**src/rtl/fpga_runner_pkg.sv**
```systemverilog
// Shared definitions for the program runner: opcode and FSM state
// encodings, plus instruction field offsets derived from the data
// width (w) and the local-memory address width (aw).
// Instruction layout, LSB first:
//   opcode[3:0], T[aw-1:0], A[w-1:0], immA, B[w-1:0], immB
package fpga_runner_pkg;

    typedef enum logic [3:0] {
        OP_NOP  = 4'd0,
        OP_MOV  = 4'd1,
        OP_ADD  = 4'd2,
        OP_SUB  = 4'd3,
        OP_OUT  = 4'd4,
        OP_JEQ  = 4'd5,
        OP_JLT  = 4'd6,
        OP_HALT = 4'd7
    } opcode_e;

    typedef enum logic [2:0] {
        ST_IDLE,
        ST_FETCH,
        ST_EXEC,
        ST_OUTWAIT,
        ST_DONE
    } state_e;

    localparam int unsigned OpcodeWidth = 4;
    localparam int unsigned OffT        = OpcodeWidth;

    function automatic int unsigned off_a(input int unsigned aw);
        return OffT + aw;
    endfunction

    function automatic int unsigned off_ia(input int unsigned w, input int unsigned aw);
        return off_a(aw) + w;
    endfunction

    function automatic int unsigned off_b(input int unsigned w, input int unsigned aw);
        return off_ia(w, aw) + 1;
    endfunction

    function automatic int unsigned off_ib(input int unsigned w, input int unsigned aw);
        return off_b(w, aw) + w;
    endfunction

    function automatic int unsigned instr_width(input int unsigned w, input int unsigned aw);
        return off_ib(w, aw) + 1;
    endfunction

endpackage

```
**src/rtl/runner_alu.sv**
```systemverilog
// Combinational operand unit for the program runner.
// Ports:
//   i_a, i_b  : operand values (W bits)
//   o_sum     : i_a + i_b modulo 2^W
//   o_diff    : i_a - i_b modulo 2^W (wraps, 0-1 = all ones)
//   o_eq      : i_a == i_b
//   o_lt      : i_a <  i_b, unsigned
module runner_alu #(
    parameter int unsigned W = 12
) (
    input  logic [W-1:0] i_a,
    input  logic [W-1:0] i_b,
    output logic [W-1:0] o_sum,
    output logic [W-1:0] o_diff,
    output logic         o_eq,
    output logic         o_lt
);

    assign o_sum  = i_a + i_b;
    assign o_diff = i_a - i_b;
    assign o_eq   = (i_a == i_b);
    assign o_lt   = (i_a < i_b);

endmodule

```
**src/rtl/fpga_program_runner.sv**
```systemverilog
// Program-execution core: holds a loaded program, runs it against a local
// data memory and streams OUT results on a valid/ready channel.
// Ports:
//   clock, reset_n        : clock (posedge) and async active-low reset
//   load_valid/addr/data  : program slot write, honoured only when idle/done
//   run                   : one-cycle start pulse, honoured only when idle/done
//   out_valid/data/ready  : result stream, data held until transfer
//   finished, success     : program ended; 1 = clean halt, 0 = step timeout
//   steps                 : instructions executed since last run
module fpga_program_runner
    import fpga_runner_pkg::*;
#(
    parameter int unsigned MemoryElementWidth = 12,
    parameter int unsigned NLocal             = 64,
    parameter int unsigned NProgram           = 32,
    parameter int unsigned MaxSteps           = 1000,
    localparam int unsigned W          = MemoryElementWidth,
    localparam int unsigned AW         = $clog2(NLocal),
    localparam int unsigned PW         = $clog2(NProgram),
    localparam int unsigned InstrWidth = instr_width(W, AW)
) (
    input  logic                  clock,
    input  logic                  reset_n,
    input  logic                  load_valid,
    input  logic [PW-1:0]         load_addr,
    input  logic [InstrWidth-1:0] load_data,
    input  logic                  run,
    output logic                  out_valid,
    output logic [W-1:0]          out_data,
    input  logic                  out_ready,
    output logic                  finished,
    output logic                  success,
    output logic [31:0]           steps
);

    localparam int unsigned OffA  = off_a(AW);
    localparam int unsigned OffIA = off_ia(W, AW);
    localparam int unsigned OffB  = off_b(W, AW);
    localparam int unsigned OffIB = off_ib(W, AW);

    // ip carries one extra bit so running off the end is detectable.
    localparam logic [PW:0] IpLimit = (PW+1)'(NProgram);
    localparam logic [InstrWidth-1:0] HaltInstr = {{(InstrWidth-OpcodeWidth){1'b0}}, OP_HALT};

    state_e                r_state;
    state_e                w_next;
    logic [PW:0]           r_ip;
    logic [31:0]           r_steps;
    logic [InstrWidth-1:0] r_instr;
    logic [W-1:0]          r_out_data;
    logic                  r_success;

    logic [InstrWidth-1:0] r_prog [NProgram];
    logic [W-1:0]          r_mem  [NLocal];

    logic [3:0]    w_op;
    logic [AW-1:0] w_t;
    logic [W-1:0]  w_fa, w_fb, w_a, w_b;
    logic [W-1:0]  w_sum, w_diff, w_wdata;
    logic          w_eq, w_lt, w_we, w_jump;
    logic          w_idle_like;
    logic [31:0]   w_steps_inc;
    logic          w_limit;

    assign w_op = r_instr[OpcodeWidth-1:0];
    assign w_t  = r_instr[OffA-1:OffT];
    assign w_fa = r_instr[OffIA-1:OffA];
    assign w_fb = r_instr[OffIB-1:OffB];
    assign w_a  = r_instr[OffIA] ? w_fa : r_mem[w_fa[AW-1:0]];
    assign w_b  = r_instr[OffIB] ? w_fb : r_mem[w_fb[AW-1:0]];

    runner_alu #(.W(W)) u_alu (
        .i_a    (w_a),
        .i_b    (w_b),
        .o_sum  (w_sum),
        .o_diff (w_diff),
        .o_eq   (w_eq),
        .o_lt   (w_lt)
    );

    assign w_idle_like = (r_state == ST_IDLE) || (r_state == ST_DONE);
    assign w_steps_inc = r_steps + 32'd1;
    assign w_limit     = (w_steps_inc == MaxSteps);

    always_comb begin
        w_we    = 1'b0;
        w_wdata = w_a;
        w_jump  = 1'b0;
        if (r_state == ST_EXEC) begin
            case (w_op)
                OP_MOV:  begin w_we = 1'b1; w_wdata = w_a;    end
                OP_ADD:  begin w_we = 1'b1; w_wdata = w_sum;  end
                OP_SUB:  begin w_we = 1'b1; w_wdata = w_diff; end
                OP_JEQ:  w_jump = w_eq;
                OP_JLT:  w_jump = w_lt;
                default: ;
            endcase
        end
    end

    always_comb begin
        w_next = r_state;
        case (r_state)
            ST_IDLE, ST_DONE: if (run) w_next = ST_FETCH;
            ST_FETCH:         w_next = ST_EXEC;
            ST_EXEC: begin
                if (w_op == OP_HALT)     w_next = ST_DONE;
                else if (w_op == OP_OUT) w_next = ST_OUTWAIT;
                else if (w_limit)        w_next = ST_DONE;
                else                     w_next = ST_FETCH;
            end
            // A timeout reached on an OUT step is deferred until the word is taken.
            ST_OUTWAIT: if (out_ready) w_next = (r_steps == MaxSteps) ? ST_DONE : ST_FETCH;
            default:    w_next = ST_IDLE;
        endcase
    end

    always_ff @(posedge clock or negedge reset_n) begin
        if (!reset_n) r_state <= ST_IDLE;
        else          r_state <= w_next;
    end

    always_ff @(posedge clock or negedge reset_n) begin
        if (!reset_n) begin
            r_ip       <= '0;
            r_steps    <= '0;
            r_instr    <= '0;
            r_out_data <= '0;
            r_success  <= 1'b0;
        end else begin
            case (r_state)
                ST_IDLE, ST_DONE: begin
                    if (run) begin
                        r_ip      <= '0;
                        r_steps   <= '0;
                        r_success <= 1'b0;
                    end
                end
                ST_FETCH: r_instr <= (r_ip >= IpLimit) ? HaltInstr : r_prog[r_ip[PW-1:0]];
                ST_EXEC: begin
                    r_steps <= w_steps_inc;
                    r_ip    <= w_jump ? {1'b0, w_t[PW-1:0]} : r_ip + 1'b1;
                    if (w_op == OP_HALT) r_success  <= 1'b1;
                    if (w_op == OP_OUT)  r_out_data <= w_a;
                end
                default: ;
            endcase
        end
    end

    always_ff @(posedge clock) begin
        if (load_valid && w_idle_like) r_prog[load_addr] <= load_data;
    end

    always_ff @(posedge clock) begin
        if (w_we) r_mem[w_t] <= w_wdata;
    end

    assign out_valid = (r_state == ST_OUTWAIT);
    assign out_data  = r_out_data;
    assign finished  = (r_state == ST_DONE);
    assign success   = r_success;
    assign steps     = r_steps;

endmodule

```
**config.mk**
```make
export PLATFORM = sky130hd
export DESIGN_NAME = fpga_program_runner
export DESIGN_NICKNAME = d
export VERILOG_FILES = /design/src/rtl/fpga_runner_pkg.sv /design/src/rtl/runner_alu.sv /design/src/rtl/fpga_program_runner.sv
export SDC_FILE = /design/constraint.sdc
export NUM_CORES = 2
export LEC_CHECK = 0
export BUFFER_PORTS_ARGS = -buffer_cell sky130_fd_sc_hd__buf_2
export CORE_MARGIN = 5
export CORE_UTILIZATION = 55
export CTS_BUF_LIST = sky130_fd_sc_hd__clkbuf_16
export DETAILED_ROUTE_END_ITERATION = 10
export GPL_TIMING_DRIVEN = 0
export PLACE_DENSITY = 0.71
export SLEW_MARGIN = 40
export SYNTH_ARGS = -nofsm -noshare
export SYNTH_HDL_FRONTEND = slang
export SYNTH_SLANG_ARGS = --single-unit
export TNS_END_PERCENT = 100
```
**constraint.sdc**
```tcl
create_clock -name clock -period 9.72 [get_ports clock]
set_input_delay 0.486 -clock clock [delete_from_list [all_inputs] [get_ports clock]]
set_output_delay 0.486 -clock clock [all_outputs]
set_load 0.02 [all_outputs]
```
==> flow_summary.toml <==
[power]
combPwrFrac_pct = 41.3
leakagePower_uw = 0.0316
p_int_uw = 19900
power.share.clock_pct = 23.3
p_sw_share_pct = 36.8
ir_drop_mv = 0.261
seqPwrFrac_pct = 35.3
power_switching_uw = 11600
pwr_density_cell_nw_per_um2 = 317

[placement]
dp_hpwl_mm = 183
gp_congestion = 0.925
placedCellCount = 6310
place_area_um2 = 93200
io_buffers = 92

[timing]
drv_slew = 0
rsz0062_at_grt = "no"
fin_hold_ws_ps = 76.2
setup_violations = 0
fmax_mhz = 133
clock_skew_ps = 94.8
max_slew_margin_pct = 34.0
hold_violations = 0
worstMarginPinSlew_ps = 962
fin_crit_ps = 7510
min_period_over_period_pct = 77.3

[synth]
synthArstFlopShare_pct = 4.48
synth_cells = 3977
syn_area_um2 = 85200
synth_area_per_cell_um2 = 21.4
synth-main-ff-cell = "edfxtp_1"
syn-num-nets = 4053
ys_ff_latch = 2010
synth_edf_count = 1920
synth_cell_types = 70
yosysWarningCount = 0
yosysSeqAreaShare_pct = 70.3

[cts]
cts_resized = 0
cts_max_level = 4
cts.clk_slew.worst_paths_ps = 60
cts_sinks = 2010
ctsRootBufferMaster = "clkbuf_16"
worstSkewPairLatency_ps = 850
cts_tree = "built"
cts_buffers = 197
cts_max_path_buffers = 3

[grt]
grt_pass1_vias = 47226
antenna_found_initial = 21
gr-total-overflow = 0
grt_max_degree = 63
grt_first_pass_wirelength_mm = 369
grtUsageTotal_pct = 32.8

[final_layout]
final_cells = 6690
layout.nets = 4545
nFillCells = 9792
fin_area_um2 = 99500
drive_gt1_share_pct = 37.7
final_cell_mix = "edfxtp_1, mux4_2, clkbuf_16"
finish.utilization_pct = 64.6
areaGrowthSynthToFinish_pct = 16.7
layout_commonest_cell = "edfxtp_1"

[drt]
ant_nets = 0
num_vias = 48116
drc = 0
drtPass1Iterations = 6
avgViaCountPerCell = 7.19
routed_wl_mm = 267
routedWlPerCell_um = 39.9
drtIter0Drc = 8329

[die]
num_io_pins = 93
chipHeight_um = 404
core_um2 = 154000
start_util_pct = 55.3
dieArea_um2 = 163000
dieWidth_um = 404
fp-row-count = 144

[run_status]
status = "completed"

[setup_path]
crit_path_max_fanout = 19
cp_data_required_time_ps = 10370
crit_arrival_ps = 8160
critPathCaptureType = "flip-flop"
critPathKind = "flip-flop to flip-flop"
cp-start-kind = "flip-flop"

[worst_hold_path]
hold_class = "primary input to async pin"

[flow_run]
maxCapViolCount = 0
==> kinds of logic (layout without fill, tap and decap cells) <==
kind of cell	Yosys count	count (layout)	share of synthesized area, %
AND/OR/NAND/NOR	419	419	2.27
XOR/XNOR	16	16	0.164
other	0	8	0
multiplexers	933	933	23.3
AO/OA/AOI/OAI	265	265	1.89
adder cells (fa/ha/maj)	30	30	0.458
flip-flops	2010	2010	70.3
buffers and inverters	304	965	1.56
==> flip-flops by register name, summed over array words and instances (netlist names) <==
register,cells
r_state,3
r_ip,6
r_instr,36
out_data,12
success,1
steps,32
r_mem,768
r_prog,1152
==> power by group through the flow <==
stage / Sequential, uW / Clock, uW / Combinational, uW
finish: 11100 / 7340 / 13000
global route: 11100 / 7770 / 13400
CTS: 11100 / 7380 / 12700
detailed placement: 11300 / 0 / 12600
global placement: 11600 / 0 / 11500
floorplan: 11500 / 0 / 7240
==> cell usage after synthesis (15+ instances only) <==
cell	number	area share, %
inv_1	41	0.18
o31ai_1	15	0.13
mux2_2	26	0.34
a21oi_1	50	0.29
nand4_1	15	0.11
ha_1	28	0.41
edfxtp_1	1920	68
clkbuf_1	150	0.66
buf_2	46	0.27
nor2_1	150	0.66
dfrtp_1	90	2.6
nand2_1	130	0.57
mux4_2	841	22
a31oi_1	16	0.12
buf_1	42	0.19
nand3_1	29	0.17
mux2i_1	66	0.78
o21ai_0	104	0.61
==> layer usage <==
metal	vias up	part of all wire, %	global-route usage, %
li1	18020	-	-
met4	16	6.9	17.6
met3	880	14	10.2
met2	4174	46	49.5
met1	25026	34	43.4
met5	-	0.040	0
==> layout make-up <==
type | count | area (um^2) | area share [%]
Antenna cell | 8 | 20.0 | 0.0201
Buffer | 262 | 1320 | 1.33
Clock buffer | 198 | 4950 | 4.98
Clock inverter | 170 | 1260 | 1.27
Inverter | 42 | 158 | 0.158
Multi-Input combinational cell | 1663 | 24900 | 25.0
Sequential cell | 2010 | 59900 | 60.2
Tap cell | 2044 | 2560 | 2.57
Timing Repair Buffer | 293 | 4400 | 4.43
==> repair_timing <==
| action | 4_1_cts | 5_1_grt |
|---|---|---|
| hold endpoints to repair | 94 | 0 |
| hold buffers | 3 | 0 |
| setup buffers | 0 | 0 |
==> path summary, 6_finish.rpt <==
check | from | end | slack, ps | depth (start not counted)
max in group asynchronous | reset_n | r_instr[8] | 8970 | 3
worst max-delay path | r_instr[24] | r_mem[26][10] | 2210 | 22
worst min-delay path | reset_n | steps[4] | 80 | 2
worst max register to register | r_instr[24] | r_mem[26][10] | 2210 | 22
worst min register to register | r_state[2] | r_state[1] | 470 | 1
min in group clock | load_data[3] | r_prog[10][3] | 120 | 1
==> worst max-delay path, cell delays in order, from the launching register on <==
cell and delay, ps:
dfrtp_1 320, clkbuf_1 270, clkbuf_1 650, clkbuf_1 750
mux4_2 430, mux4_2 570, mux2i_1 210, nor2_1 80
a21oi_2 580, o21a_1 310, inv_1 130, fa_1 410
nor2b_1 130, o21ai_0 140, a21oi_1 250, o41ai_1 140
o21ai_0 350, a32oi_1 150, xor2_1 200, mux2i_4 590
buf_6 250, buf_8 180, buf_6 190
==> per-stage QoR <==
| stage | setup TNS [ps] | total power [uW] | setup WS (ps) |
|---|---|---|---|
| after detailed placement | 0 | 23900 | 2510 |
| final | 0 | 31500 | 2210 |
| after floorplan | 0 | 18700 | 2570 |
| after global routing | 0 | 32300 | 2150 |
| after CTS | 0 | 31200 | 2450 |
| after global placement | -540100 | 23200 | -2560 |
Note: power is estimated with default switching activity, not from simulation.
